--- config.mk ---
export PLATFORM = sky130hd
export DESIGN_NAME = clock_display_serializer
export DESIGN_NICKNAME = d
export VERILOG_FILES = /design/src/rtl/clock_display_serializer.sv
export SDC_FILE = /design/constraint.sdc
export NUM_CORES = 1
export LEC_CHECK = 0
export CAP_MARGIN = 10
export CORE_UTILIZATION = 45
export CTS_CLUSTER_DIAMETER = 30
export CTS_CLUSTER_SIZE = 25
export DETAILED_ROUTE_END_ITERATION = 8
export GPL_TIMING_DRIVEN = 0
export MAX_ROUTING_LAYER = met4
export PLACE_DENSITY = 0.73
export SKIP_LAST_GASP = 1
export SYNTH_ARGS = -nofsm -noshare
export SYNTH_HDL_FRONTEND = slang
export SYNTH_SLANG_ARGS = --single-unit
--- constraint.sdc ---
create_clock -name clk -period 4.3 [get_ports clk]
set_input_delay 0.645 -clock clk [delete_from_list [all_inputs] [get_ports clk]]
set_output_delay 0.645 -clock clk [all_outputs]
set_load 0.01 [all_outputs]
--- src/rtl/clock_display_serializer.sv ---
// Serializes a four-digit 7-segment time display frame (MSB first) to an
// external shift-register display, then strobes latch and pulses done.
module clock_display_serializer (
  input  logic       clk,
  input  logic       reset,
  input  logic       start,
  input  logic [3:0] hours_msd,
  input  logic [3:0] hours_lsd,
  input  logic [3:0] minutes_msd,
  input  logic [3:0] minutes_lsd,
  input  logic       pm,
  input  logic       colon,
  input  logic       blank_zero,
  output logic       sclk,
  output logic       sdata,
  output logic       latch,
  output logic       busy,
  output logic       done
);

  typedef enum logic [1:0] {IDLE, SHIFT, LATCH} state_t;

  state_t      state_q, state_d;
  logic [31:0] frame_q, frame_d;
  logic [4:0]  bit_cnt_q, bit_cnt_d;
  logic        phase_q, phase_d;
  logic        sclk_d, sdata_d, latch_d, busy_d, done_d;
  logic        sclk_q, sdata_q, latch_q, busy_q, done_q;

  // BCD digit to {g,f,e,d,c,b,a}; non-BCD values show a dash.
  function automatic logic [6:0] seg7(input logic [3:0] d);
    logic [6:0] s;
    case (d)
      4'd0:    s = 7'h3F;
      4'd1:    s = 7'h06;
      4'd2:    s = 7'h5B;
      4'd3:    s = 7'h4F;
      4'd4:    s = 7'h66;
      4'd5:    s = 7'h6D;
      4'd6:    s = 7'h7D;
      4'd7:    s = 7'h07;
      4'd8:    s = 7'h7F;
      4'd9:    s = 7'h6F;
      default: s = 7'h40;
    endcase
    return s;
  endfunction

  // State, frame/counter and registered outputs; reset clears everything.
  always_ff @(posedge clk) begin
    if (reset) begin
      state_q   <= IDLE;
      frame_q   <= '0;
      bit_cnt_q <= '0;
      phase_q   <= 1'b0;
      sclk_q    <= 1'b0;
      sdata_q   <= 1'b0;
      latch_q   <= 1'b0;
      busy_q    <= 1'b0;
      done_q    <= 1'b0;
    end else begin
      state_q   <= state_d;
      frame_q   <= frame_d;
      bit_cnt_q <= bit_cnt_d;
      phase_q   <= phase_d;
      sclk_q    <= sclk_d;
      sdata_q   <= sdata_d;
      latch_q   <= latch_d;
      busy_q    <= busy_d;
      done_q    <= done_d;
    end
  end

  // Next-state logic: capture on start in IDLE, two cycles per bit, one latch cycle.
  always_comb begin
    state_d   = state_q;
    frame_d   = frame_q;
    bit_cnt_d = bit_cnt_q;
    phase_d   = phase_q;
    case (state_q)
      IDLE: begin
        if (start) begin
          frame_d[31:24] = (blank_zero && (hours_msd == 4'd0)) ? 8'h00
                                                               : {1'b0, seg7(hours_msd)};
          frame_d[23:16] = {colon, seg7(hours_lsd)};
          frame_d[15:8]  = {1'b0, seg7(minutes_msd)};
          frame_d[7:0]   = {pm, seg7(minutes_lsd)};
          bit_cnt_d      = 5'd31;
          phase_d        = 1'b0;
          state_d        = SHIFT;
        end
      end
      SHIFT: begin
        if (!phase_q) begin
          phase_d = 1'b1;
        end else if (bit_cnt_q == 5'd0) begin
          phase_d = 1'b0;
          state_d = LATCH;
        end else begin
          phase_d   = 1'b0;
          bit_cnt_d = bit_cnt_q - 5'd1;
        end
      end
      LATCH:   state_d = IDLE;
      default: state_d = IDLE;
    endcase
  end

  // Outputs are decoded from the next state so the registered pins line up
  // with the state they describe rather than trailing it by a cycle.
  always_comb begin
    sclk_d  = (state_d == SHIFT) && phase_d;
    sdata_d = (state_d == SHIFT) ? frame_d[bit_cnt_d] : 1'b0;
    latch_d = (state_d == LATCH);
    busy_d  = (state_d != IDLE);
    done_d  = (state_q == LATCH) && (state_d == IDLE);
  end

  assign sclk  = sclk_q;
  assign sdata = sdata_q;
  assign latch = latch_q;
  assign busy  = busy_q;
  assign done  = done_q;

endmodule

# ---- Yosys cells after proc, flatten, opt, wreduce, memory -nomap -nowiden
# Memories as Yosys holds them, arrays and structs flattened.
# Index checks and enable logic that the tools add are counted.
dict set report word_totals {
  regBits 45
  romBits 448
  out_inout_bits 5
  wordCells 45
  memories 4
}
dict set report classes {
  add_sub_neg 1
  order_cmp 1
  eq_ne 4
  n_mux 16
  bitwise_logic 1
  reduce_logical 9
}
# name depth width read_ports rd_clocked_by_memory_dff wr line
set memory_table {}
lappend memory_table {{(no name shown)} 16 7 1 0 0 33} ;# case (d)
lappend memory_table {{(no name shown)} 16 7 1 0 0 33}
lappend memory_table {{(no name shown)} 16 7 1 0 0 33}
lappend memory_table {{(no name shown)} 16 7 1 0 0 33}
# cell count
set ops {}
lappend ops {{2-to-1 mux 32 bit} 2}
lappend ops {{2-to-1 mux 5 bit} 3}
lappend ops {{case mux 5 bit (2 select lines)} 1}
lappend ops {{2-to-1 mux 7 bit} 1}
lappend ops {{< comparator 5 x 6 -> 1 bit (second input constant)} 1}
lappend ops {{2-to-1 mux 2 bit} 3}
lappend ops {{binary-select mux 1 bit (select 5 bit)} 1}
lappend ops {{logical NOT 5 bit} 1}
lappend ops {{subtractor 5 x 1 -> 5 bit (second input constant)} 1}
lappend ops {{equality test 2 x 1 -> 1 bit (second input constant)} 2}
lappend ops {{equality test 2 bit (second input constant)} 2}
lappend ops {{logical NOT 2 bit} 2}
lappend ops {{logical NOT 4 bit} 1}
lappend ops {{case mux 2 bit (2 select lines)} 1}
lappend ops {{logical AND 1 bit} 3}
lappend ops {{2-to-1 mux 1 bit} 3}
lappend ops {{case mux 1 bit (2 select lines)} 1}
lappend ops {{nonzero test 2 bit} 1}
lappend ops {{OR reduction 2 bit} 1}
lappend ops {{NOT 1 bit} 1}

# ---- Logic depth before layout (Yosys ltp)
dict set report logic_depth {
  word_depth 7
  depth_mapped 11
  ltp_nobuf 9
}

# ---- Least setup slack after synthesis
# OpenSTA, ideal clock, no wires.
dict set report synth_timing {
  kind {input to register}
  from {input minutes_msd[0]}
  to {register sdata_q, in the netlist sdata}
  setup_ps 135
  t_arrival_ps 2184
  setup_slack_ps 1980
  stages 9
  path_buffers 0
  cell_sequence {inv_1 ha_1 and3b_1 a211oi_2 nor2_1 a2111oi_1 nor4_1 a22oi_1 o311ai_2}
}
dict set report synth_via {
  elab_chain_len 5
}
# item line
set synth_rtl {}
lappend synth_rtl {{start: declaration} 9} ;# input logic [3:0] minutes_msd,
lappend synth_rtl {{memory (16 x 7 bit)} n/a}
lappend synth_rtl {{2-to-1 mux 32 bit} 82} ;# if (start) begin
lappend synth_rtl {{2-to-1 mux 32 bit} 80} ;# case (state_q)
lappend synth_rtl {{binary-select mux 1 bit (select 5 bit)} 113} ;# sdata_d = (state_d == SHIFT) ? frame_d[bit_cnt_d] : 1'b0;
lappend synth_rtl {{2-to-1 mux 1 bit (not written as such)} 113}
lappend synth_rtl {{end signal: assignment} 67} ;# sdata_q <= sdata_d;
lappend synth_rtl {{end: declaration} 28} ;# logic sclk_q, sdata_q, latch_q, busy_q, done_q;
# Every way passes these cells. The select of a mux whose other input is x is not followed.
# A chain may end at the register's enable or synchronous reset.

# ---- Final worst setup path
dict set report layout_timing {
  from {input start}
  to {register sdata_q, in the netlist sdata}
}
dict set report layout_via {
  elab_chain_len 5
  elab_cells_between_ends 11
  classes_between {eq/ne: 1; mux: 8; bitwise: 1; reduce/logical: 1}
}
# item line
set layout_rtl {}
lappend layout_rtl {{start: declaration} 6} ;# input logic start,
lappend layout_rtl {{parallel branches: the longest is 5 deep, another holds 2-to-1 mux 5 bit} n/a}
# Several ways; the timed one is not identified. The select of a mux whose other input is x is not followed.

==> results_dict.tcl <==
set metrics [dict create \
    syn-num-nets 384 \
    diodes 0 \
    ys_ff_latch 45 \
    period_share_pct 69.0 \
    tightest_slew_ps 635 \
    antenna_found_initial 0 \
    rows 28 \
    insertion_delay_ps 310 \
    max_freq_mhz 337 \
    synth-edff-count 0 \
    cts.repair.resized 0 \
    cts_max_level 2 \
    grt_pass1_wl_um 10900 \
    wire_per_inst_um 14.6 \
    total_leakage_power_uw 0.00132 \
    muxShareOfSynthArea_pct 4.91 \
    die_area_um2 6780 \
    cp_data_required_time_ps 4470 \
    cp_max_fo 10 \
    synth_compound_area_share_pct 21.3 \
    yosysWarnings 0 \
    gr-total-overflow 0 \
    core_area_um2 6060 \
    layout-drive-gt1-share_pct 11.1 \
    status "complete, no violations" \
    power.density_nw_per_um2 306 \
    fin_worst_skew_ps 8.12 \
    max_slew_margin_pct 57.3 \
    vias_per_cell 5.63 \
    crit_start "start" \
    num_io_pins 27 \
    totalWireLength_um 6490 \
    async_flop_share_pct 0 \
    remaining_drc_errors 0 \
    finalPower_uw 1020 \
    grt_use_total_pct 21.8 \
    ant_nets 0 \
    syn_avg_cell_area_um2 8.57 \
    synth_fa_ha_area_share_pct 9.91 \
    grt_pass1_vias 2390 \
    synth_xor_xnor_area_share_pct 0.302 \
    hp-start "frame_q[9]" \
    hold_viol 0 \
    r2r-start "bit_cnt_q[0]" \
    rsz0062_at_grt "no" \
    crit_chain "clkdlybuf4s50_1, nor3b_2, buf_2, clkbuf_8, clkbuf_1, o221ai_1, nand3b_1, o211ai_1, nand4_1, o311ai_2" \
    whs_ps 464 \
    fin_nets 414 \
    dr.pass1.iters 4 \
    tns_ps 0 \
    power.ir.vdd_worst_mv 0.249 \
    fin_util_pct 54.7 \
    cts_sinks 45 \
    place_congestion 0.847 \
    drt_iter0_markers 98 \
    area_delta_synth_final_pct 14.3 \
    start_kind "input port" \
    maxCapViolations 0 \
    portBuffers 23 \
    cp_slowest_stage_delay_ps 510 \
    dp_hpwl_um 4820 \
    ys_seq_area_share_pct 31.0 \
    hold_class "register to register" \
    yosys.area_share.simple_pct 25.2 \
    postCtsHoldBufs 0 \
    fin_crit_ps 2970 \
    fp.dieW_um 82.3 \
    cts_tree "built" \
    post-cts-setup-buffers 0 \
    worstSetupEndpointType "register" \
    setup_violations 0 \
    grt_start_max_net_pins 16 \
    synthCells 339 \
    start_util_pct 47.9 \
    clockBufferDepth 2 \
    critPathKind "input port to register" \
    synthesis.area_um2 2900 \
    vias 2504 \
    numCtsBuffers 5 \
    die_h_um 82.3 \
    slew_violations 0 \
    ctsRootBufferMaster "clkbuf_8" \
    yosys_most_used_dff "dfxtp_1" \
    clkTransAtPathRegs_ps 90 \
    arrival_ps 3140 \
    cpMaxStageDelayCell "clkdlybuf4s50_1" \
    synth_top_family_by_area "simple AND/OR/NAND/NOR gates" \
    yosysUniqueCellTypes 72 \
]
## area by class of cell
cell class,instances,area [um2]
fillers,575,2740
multi-input cells,255,1790
flip-flops and latches,45,901
repair buffers,23,230
plain buffers,21,145
well taps,75,93.8
clock buffers,5,68.8
inverters,18,67.6
clock inverters,3,21.3
## power breakdown
group | leakage [uW] | internal [uW] | switching, uW | total [uW]
logic | 0.000908 | 126 | 159 | 285
clock network | 0.0000445 | 115 | 154 | 270
registers | 0.000371 | 447 | 15.3 | 462
## path summary, 6_finish.rpt
| check | to | slack (ps) | cells past startpoint |
|---|---|---|---|
| min reg2reg | frame_q[9] | 460 | 2 |
| min | frame_q[9] | 460 | 2 |
| max reg2reg | sdata | 1600 | 10 |
| max | sdata | 1330 | 10 |
## routing by layer
metal	track usage, %	share of wire, %	vias to the layer above
li1	-	-	1270
met1	26.8	48	1185
met2	36.9	47	41
met3	3.74	3.6	8
met4	5.44	1.1	0
met5	-	0	-
## state kept, by name (all words and copies together), names as in the netlist
register,cells
frame_q,32
bit_cnt_q,5
state_q,2
busy,1
done,1
latch,1
phase_q,1
sclk,1
sdata,1
## worst max-delay path: cells and delay by family
family,cells,cell delay (ps)
AO/OA/AOI/OAI,3,510
buffers and inverters,4,1460
AND/OR/NAND/NOR,3,520
## cell usage in the layout, fill, tap and decap left out, drive strengths merged, types with 8 or more instances in the layout
master and n:
clkdlybuf4s50 23, nor2b 9, nor2 45, nand2 23, a211oi 8, inv 19
o22ai 8, nor3 8, ha 23, clkbuf 18, o21ai 11, a21oi 16
nor3b 10, dfxtp 45
## cell usage after synthesis, types with 3 or more instances
cell type	n	share of area (%)
inv_1	18	2.3
nor2_1	44	5.7
nor3_1	8	1.4
nor2b_1	9	1.9
ha_1	23	9.9
nand2_1	22	2.8
mux2i_1	6	2.1
nand3_1	4	0.69
o211ai_1	6	1.6
clkbuf_1	11	1.4
a21oi_1	16	2.8
dfxtp_1	45	31
nand2b_1	6	1.3
a211oi_1	7	1.8
mux2_1	3	1.2
and3_1	3	0.65
mux2_2	3	1.2
o21ai_0	11	1.9
o22ai_1	8	1.7
nor3b_1	9	2.3
a22oi_1	6	1.6
or2_2	3	0.65
nor4_1	3	0.65
o32ai_1	3	0.90
a2111oi_0	3	0.90
buf_6	5	1.9
## logic make-up after synthesis
family	count (synthesis)
AO/OA/AOI/OAI	84
XOR/XNOR	1
buffers and inverters	39
adder cells (fa/ha/maj)	23
AND/OR/NAND/NOR	134
flip-flops	45
multiplexers	13
## through the flow
step                      worst slack [ps]  instances  instance area [um2]
final                                 1330        445                 3320
after global routing                  1140        445                 3320
after CTS                             1370        445                 3320
after detailed placement              1060        437                 3230
after global placement                1060        437                 3230
after floorplan                       1980        339                 2900
No activity file was read; power rests on OpenSTA's default activity.
